===== src/rtl/mem_port_arbiter_3.sv =====
// rtl/mem_port_arbiter_3.sv - 3-requester round-robin arbiter for a shared memory port (optional BUSY timeout under ARB_TIMEOUT_EN)
//
// Flow per transaction: IDLE -> BUSY (grant held until mem_done) -> DONE (one-cycle ack) -> IDLE.
// All outputs are registered and change together with the state.
// Define ARB_TIMEOUT_EN to abort a BUSY phase after TIMEOUT_CYCLES cycles with ack+err.

module mem_port_arbiter_3 #(
    parameter int TIMEOUT_CYCLES = 255
) (
    input  logic       clk,
    input  logic       rst,
    input  logic [2:0] req,
    input  logic       mem_done,
    output logic [2:0] gnt,
    output logic [1:0] sel,
    output logic       mem_valid,
    output logic [2:0] ack,
    output logic       err
);

    typedef enum logic [1:0] {
        IDLE = 2'd0,
        BUSY = 2'd1,
        DONE = 2'd2
    } state_t;

    localparam logic [1:0] SEL_NONE = 2'b11;

    state_t     state;
    logic [1:0] winner;
    logic [1:0] last;
    logic [1:0] next_winner;

`ifdef ARB_TIMEOUT_EN
    localparam int CW = (TIMEOUT_CYCLES < 2) ? 1 : $clog2(TIMEOUT_CYCLES + 1);

    logic [CW-1:0] busy_cnt;
    logic          limit_hit;

    // The counter holds the number of BUSY cycles already completed, so the
    // limit is reached during the TIMEOUT_CYCLES-th BUSY cycle.
    assign limit_hit = (busy_cnt == CW'(TIMEOUT_CYCLES - 1));
`endif

    // Round-robin pick: search starts one past the last completed grant and wraps.
    always_comb begin
        next_winner = 2'd0;
        case (last)
            2'd0: begin
                if (req[1])      next_winner = 2'd1;
                else if (req[2]) next_winner = 2'd2;
                else             next_winner = 2'd0;
            end
            2'd1: begin
                if (req[2])      next_winner = 2'd2;
                else if (req[0]) next_winner = 2'd0;
                else             next_winner = 2'd1;
            end
            default: begin
                if (req[0])      next_winner = 2'd0;
                else if (req[1]) next_winner = 2'd1;
                else             next_winner = 2'd2;
            end
        endcase
    end

    // Arbitration FSM with registered outputs; req is only looked at in IDLE,
    // mem_done only in BUSY.
    always_ff @(posedge clk or posedge rst) begin
        if (rst) begin
            state     <= IDLE;
            winner    <= 2'd0;
            last      <= 2'd2;
            gnt       <= 3'b000;
            sel       <= SEL_NONE;
            mem_valid <= 1'b0;
            ack       <= 3'b000;
            err       <= 1'b0;
`ifdef ARB_TIMEOUT_EN
            busy_cnt  <= '0;
`endif
        end else begin
            case (state)
                IDLE: begin
                    ack <= 3'b000;
                    err <= 1'b0;
                    if (req != 3'b000) begin
                        state     <= BUSY;
                        winner    <= next_winner;
                        gnt       <= 3'b001 << next_winner;
                        sel       <= next_winner;
                        mem_valid <= 1'b1;
`ifdef ARB_TIMEOUT_EN
                        busy_cnt  <= '0;
`endif
                    end
                end

                BUSY: begin
                    if (mem_done) begin
                        // Normal completion wins even when the limit is hit this cycle.
                        state     <= DONE;
                        last      <= winner;
                        ack       <= 3'b001 << winner;
                        err       <= 1'b0;
                        gnt       <= 3'b000;
                        sel       <= SEL_NONE;
                        mem_valid <= 1'b0;
                    end
`ifdef ARB_TIMEOUT_EN
                    else if (limit_hit) begin
                        state     <= DONE;
                        last      <= winner;
                        ack       <= 3'b001 << winner;
                        err       <= 1'b1;
                        gnt       <= 3'b000;
                        sel       <= SEL_NONE;
                        mem_valid <= 1'b0;
                    end else begin
                        busy_cnt  <= busy_cnt + 1'b1;
                    end
`endif
                end

                DONE: begin
                    state <= IDLE;
                    ack   <= 3'b000;
                    err   <= 1'b0;
                end

                default: begin
                    state     <= IDLE;
                    gnt       <= 3'b000;
                    sel       <= SEL_NONE;
                    mem_valid <= 1'b0;
                    ack       <= 3'b000;
                    err       <= 1'b0;
                end
            endcase
        end
    end

endmodule


===== config.mk =====
export PLATFORM = sky130hd
export DESIGN_NAME = mem_port_arbiter_3
export DESIGN_NICKNAME = d
export VERILOG_FILES = /design/src/rtl/mem_port_arbiter_3.sv
export SDC_FILE = /design/constraint.sdc
export NUM_CORES = 1
export LEC_CHECK = 0
export ABC_CLOCK_PERIOD_IN_PS = 1640
export CAP_MARGIN = 20
export CORE_MARGIN = 3
export CORE_UTILIZATION = 47
export CTS_CLUSTER_DIAMETER = 150
export DETAILED_ROUTE_END_ITERATION = 10
export PLACE_DENSITY = 0.82
export SYNTH_ARGS = -nofsm -noshare
export SYNTH_HDL_FRONTEND = slang
export SYNTH_SLANG_ARGS = --single-unit

===== constraint.sdc =====
create_clock -name clk -period 1.64 [get_ports clk]
set_input_delay 0.328 -clock clk [delete_from_list [all_inputs] [get_ports clk]]
set_output_delay 0.328 -clock clk [all_outputs]
set_load 0.02 [all_outputs]

Word-level counts from Yosys, hierarchy flattened. Index checks and enable logic that the tools add are counted.

Flip-flop bits (word level): 16. Output and inout bits: 10.

Eq/ne operators: 5. Shift-type cells: 2. Mux-type cells: 22. Bitwise gates (word level): 1. Reductions and logical operators: 7.

Operators by type and width (number): 2-bit two-way mux (9); 3-bit two-way mux (4); 3-bit case mux with 3 select lines (1); 2-bit case mux with 2 select lines (2); 2-bit case mux with 3 select lines (1); 2-bit AND reduction (3); 1-bit by 2-bit left shift with 3-bit output (first input constant) (2); 2-bit by 1-bit == test with 1-bit output (second input constant) (2); 2-bit logical NOT (2); 1-bit two-way mux (4); 2-bit inequality test (second input constant) (2); 1-bit case mux with 3 select lines (1); 3-bit AND reduction (1); 3-bit nonzero test (1); 2-bit == test (second input constant) (1); 1-bit NOT (1).

Depth between registers and ports, before layout.
Word-level depth: 6. Depth in mapped cells: 4. Depth with buffers taken out: 3.

Worst setup path before layout. No wires, ideal clock.

Path kind: flip-flop to flip-flop. From: register state[0]. To: register gnt[0]. Arrival: 1.055 ns. Path slack: 0.465 ns. Stages on the path, launching flop included: 4. Cell sequence: dfrtp_1 -> or2_4 -> o211a_1 -> a41o_1.

Cells in the longest elaborated chain, start to end: 3.

Ends and longest elaborated chain: start, declared (line 29) `state_t state;`; start signal, assigned (line 71) `state <= IDLE;`; start signal, assigned (line 88) `state <= BUSY;`; start signal, assigned (line 102) `state <= DONE;`; 2-bit by 1-bit == test with 1-bit output (tied with other cells) (line 83) `case (state)`; 2-bit inequality test (no line) or 1-bit NOT (tied branches); 3-bit AND reduction (no line); end signal, assigned (line 90) `gnt <= 3'b001 << next_winner;`; end, declared (line 14) `output logic [2:0] gnt,`.

Several ways; a longest one is shown, not always the timed one. A chain may end at the register's enable or synchronous reset.

Final worst setup path.
From: register gnt[0]. To: output gnt[0].

No word-level cell between the ends.

==> run_results.csv <==
group,metric,value,unit
drt,wl_per_cell,14.4,µm
logic_synthesis,synth-edff-count,0,
drt,wl_met3,70,µm
worst_setup_path,path_buf_inv,1,
logic_synthesis,synth_area_per_cell,10.4,µm²
clock_network,cts_root_buffer,"clkbuf_4",
final_layout,antenna_cells,0,
die,die-area,2050,µm²
power,p_leak,0.416,nW
clock_network,clock_latency,290,ps
final_layout,drive_above_1_share,0.161,
clock_network,cts.sinks,15,
global_route,first_global_vias,528,
logic_synthesis,yosysUniqueCellTypes,34,
placed_design,portBuffers,14,
die,ioPinCount,16,
global_route,antenna_found_initial,0,
logic_synthesis,yosysWarningCount,0,
worst_setup_path,crit_slowest_cell,"clkdlybuf4s50_1",
power,ir_drop,0.988,mV
power,p_total,1.64,mW
timing,slew_headroom,0.628,
timing,layout_setup_ws,58.2,ps
placed_design,gp_congestion,0.735,
timing,worst_pin_slew,557,ps
timing,min_period,1580,ps
logic_synthesis,async_flop_share,1.00,
clock_network,clkTransAtPathRegs,100,ps
min_path,min-delay-path-class,"in -> async",
logic_synthesis,netlist_area,727,µm²
logic_synthesis,synth_ff_type,"dfrtp_1",
timing,holdWs,378,ps
drt,postRouteAntennaNets,0,
logic_synthesis,synth_nets,76,
worst_setup_path,required,1310,ps
die,start_util,0.526,
timing,slew_viol_final,0,
worst_setup_path,arrival,1250,ps
drt,drc_errors,0,
clock_network,htreeDepth,1,
drt,wirelength,1470,µm
global_route,gr-usage-all-layers,0.160,
timing,clock_skew,5.76,ps
die,die_w,45.3,µm
final_layout,multi_input_area,313,µm²
worst_setup_path,critPathCaptureType,"output pin",
drt,drt_iter0_drc,22,
final_layout,fill_cells,123,
logic_synthesis,synth_seq_cells,15,
worst_setup_path,path_cells,"clkdlybuf4s50_1",
placed_design,place_hpwl,1150,µm
timing,hold_viol,0,
run_status,status,"finished clean",
timing,max_freq,632,MHz
global_route,grt_max_degree,16,
clock_network,cts_tree,"built",
clock_network,cts-resized-gates,2,
die,num_rows,13,
die,die_y,45.3,µm
worst_setup_path,r2r-start,"state[0]$_DFFE_PP0P_",
global_route,grt_pass1_wl,2330,µm
drt,met2_wirelength,717,µm
placed_design,place_ws,-35.2,ps
final_layout,final-seq-area,379,µm²
timing,fin_crit_sh,0.965,
final_layout,syn_to_final_growth,24.6,%
drt,first_pass_iters,4,
worst_setup_path,critical_path.top_delay_family,"buffers and inverters",
worst_setup_path,worstPathMaxFanout,2,
power,powerDensity,1810,nW/µm²
job,maxCapViolations,0,
final_layout,utilization,0.655,
clock_network,cts_buffer_depth,2,
final_layout,fin_nets,94,
clock_network,cts_setup_buffers,0,
timing,setup_violations,0,
final_layout,final_cell_mix,"dfrtp_1, clkdlybuf4s50_1, inv_1, a21oi_1",
worst_setup_path,startpoint_type,"register",
clock_network,cts_buffers,3,
drt,routedLengthMet1,671,µm
global_route,overflow,0,
logic_synthesis,yosysSeqAreaShare,0.522,
drt,maxUsedRoutingLayer,"met4",
clock_network,cts_hold_buf,0,
worst_setup_path,crit_path_max_incr_delay,600,ps
worst_setup_path,crit_type,"reg -> out",
drt,viasPerCell,5.58,
drt,vias,569,
logic_synthesis,netlist_instances,70,
die,core-area,1380,µm²
timing,rsz0062_at_grt,"no",
worst_setup_path,worstSetupStartpoint,"gnt[0]$_DFFE_PP0P_",
==> power breakdown <==
group          switching (mW)  leakage (nW)  total, mW  internal, mW
registers               0.124         0.182      0.674         0.550
clock network           0.125        0.0177      0.216        0.0906
logic                   0.405         0.216      0.751         0.346
==> cell type report <==
cell class,instances,share of cell area
Clock buffer,3,0.0249
Clock inverter,1,0.00552
Inverter,6,0.0249
Multi-Input combinational cell,47,0.345
Sequential cell,15,0.419
Tap cell,15,0.0207
Timing Repair Buffer,15,0.160
==> metal layers <==
layer | vias up | global-route usage
met1 | 268 | 0.205
met3 | 2 | 0.0398
met4 | 0 | 0.0526
met5 | - | 0
met2 | 23 | 0.263
li1 | 276 | -
==> final timing paths <==
path,endpoint,slack [ps],cells after the start
worst min-delay path,gnt[2]$_DFFE_PP0P_,380,2
worst max-delay path,gnt[0],60,1
min in group clk,sel[1]$_DFFE_PP1P_,470,2
max in group asynchronous,last[1]$_DFFE_PP1P_,890,2
worst max register to register,gnt[0]$_DFFE_PP0P_,410,3
worst min register to register,sel[1]$_DFFE_PP1P_,470,2
==> cell families after synthesis <==
family | after synthesis | synth area share
AND/OR/NAND/NOR | 23 | 0.188
AO/OA/AOI/OAI | 21 | 0.208
multiplexers | 2 | 0.0293
flip-flops | 15 | 0.522
buffers and inverters | 8 | 0.0482
other | 1 | 0.00516
==> cells in the mapped netlist, drive strengths merged, types with 2 or more instances <==
master | n | area (µm²)
a21boi | 2 | 18.8
a21oi | 5 | 25.0
buf | 2 | 12.5
dfrtp | 12 | 300
dfstp | 3 | 78.8
inv | 6 | 22.5
nand2 | 4 | 15.0
nand2b | 4 | 25.0
nand3 | 2 | 10.0
nand3b | 2 | 15.0
nor2 | 5 | 21.3
nor3 | 2 | 15.0
o211ai | 2 | 15.0
o21ai | 4 | 20.0
==> sequential cells by signal, summed over array words and instances (netlist names) <==
signal / flops
state: 2
winner: 2
gnt: 3
mem_valid: 1
ack: 3
sel: 2
last: 2
==> through the flow <==
stage	setup TNS, ps	std cells	instance area, µm²
after floorplan	0	70	727
after global placement	0	98	881
after detailed placement	-70.0	98	881
after CTS	0	102	906
after global routing	0	102	906
final	0	102	906
(Power assumes the default switching activity.)
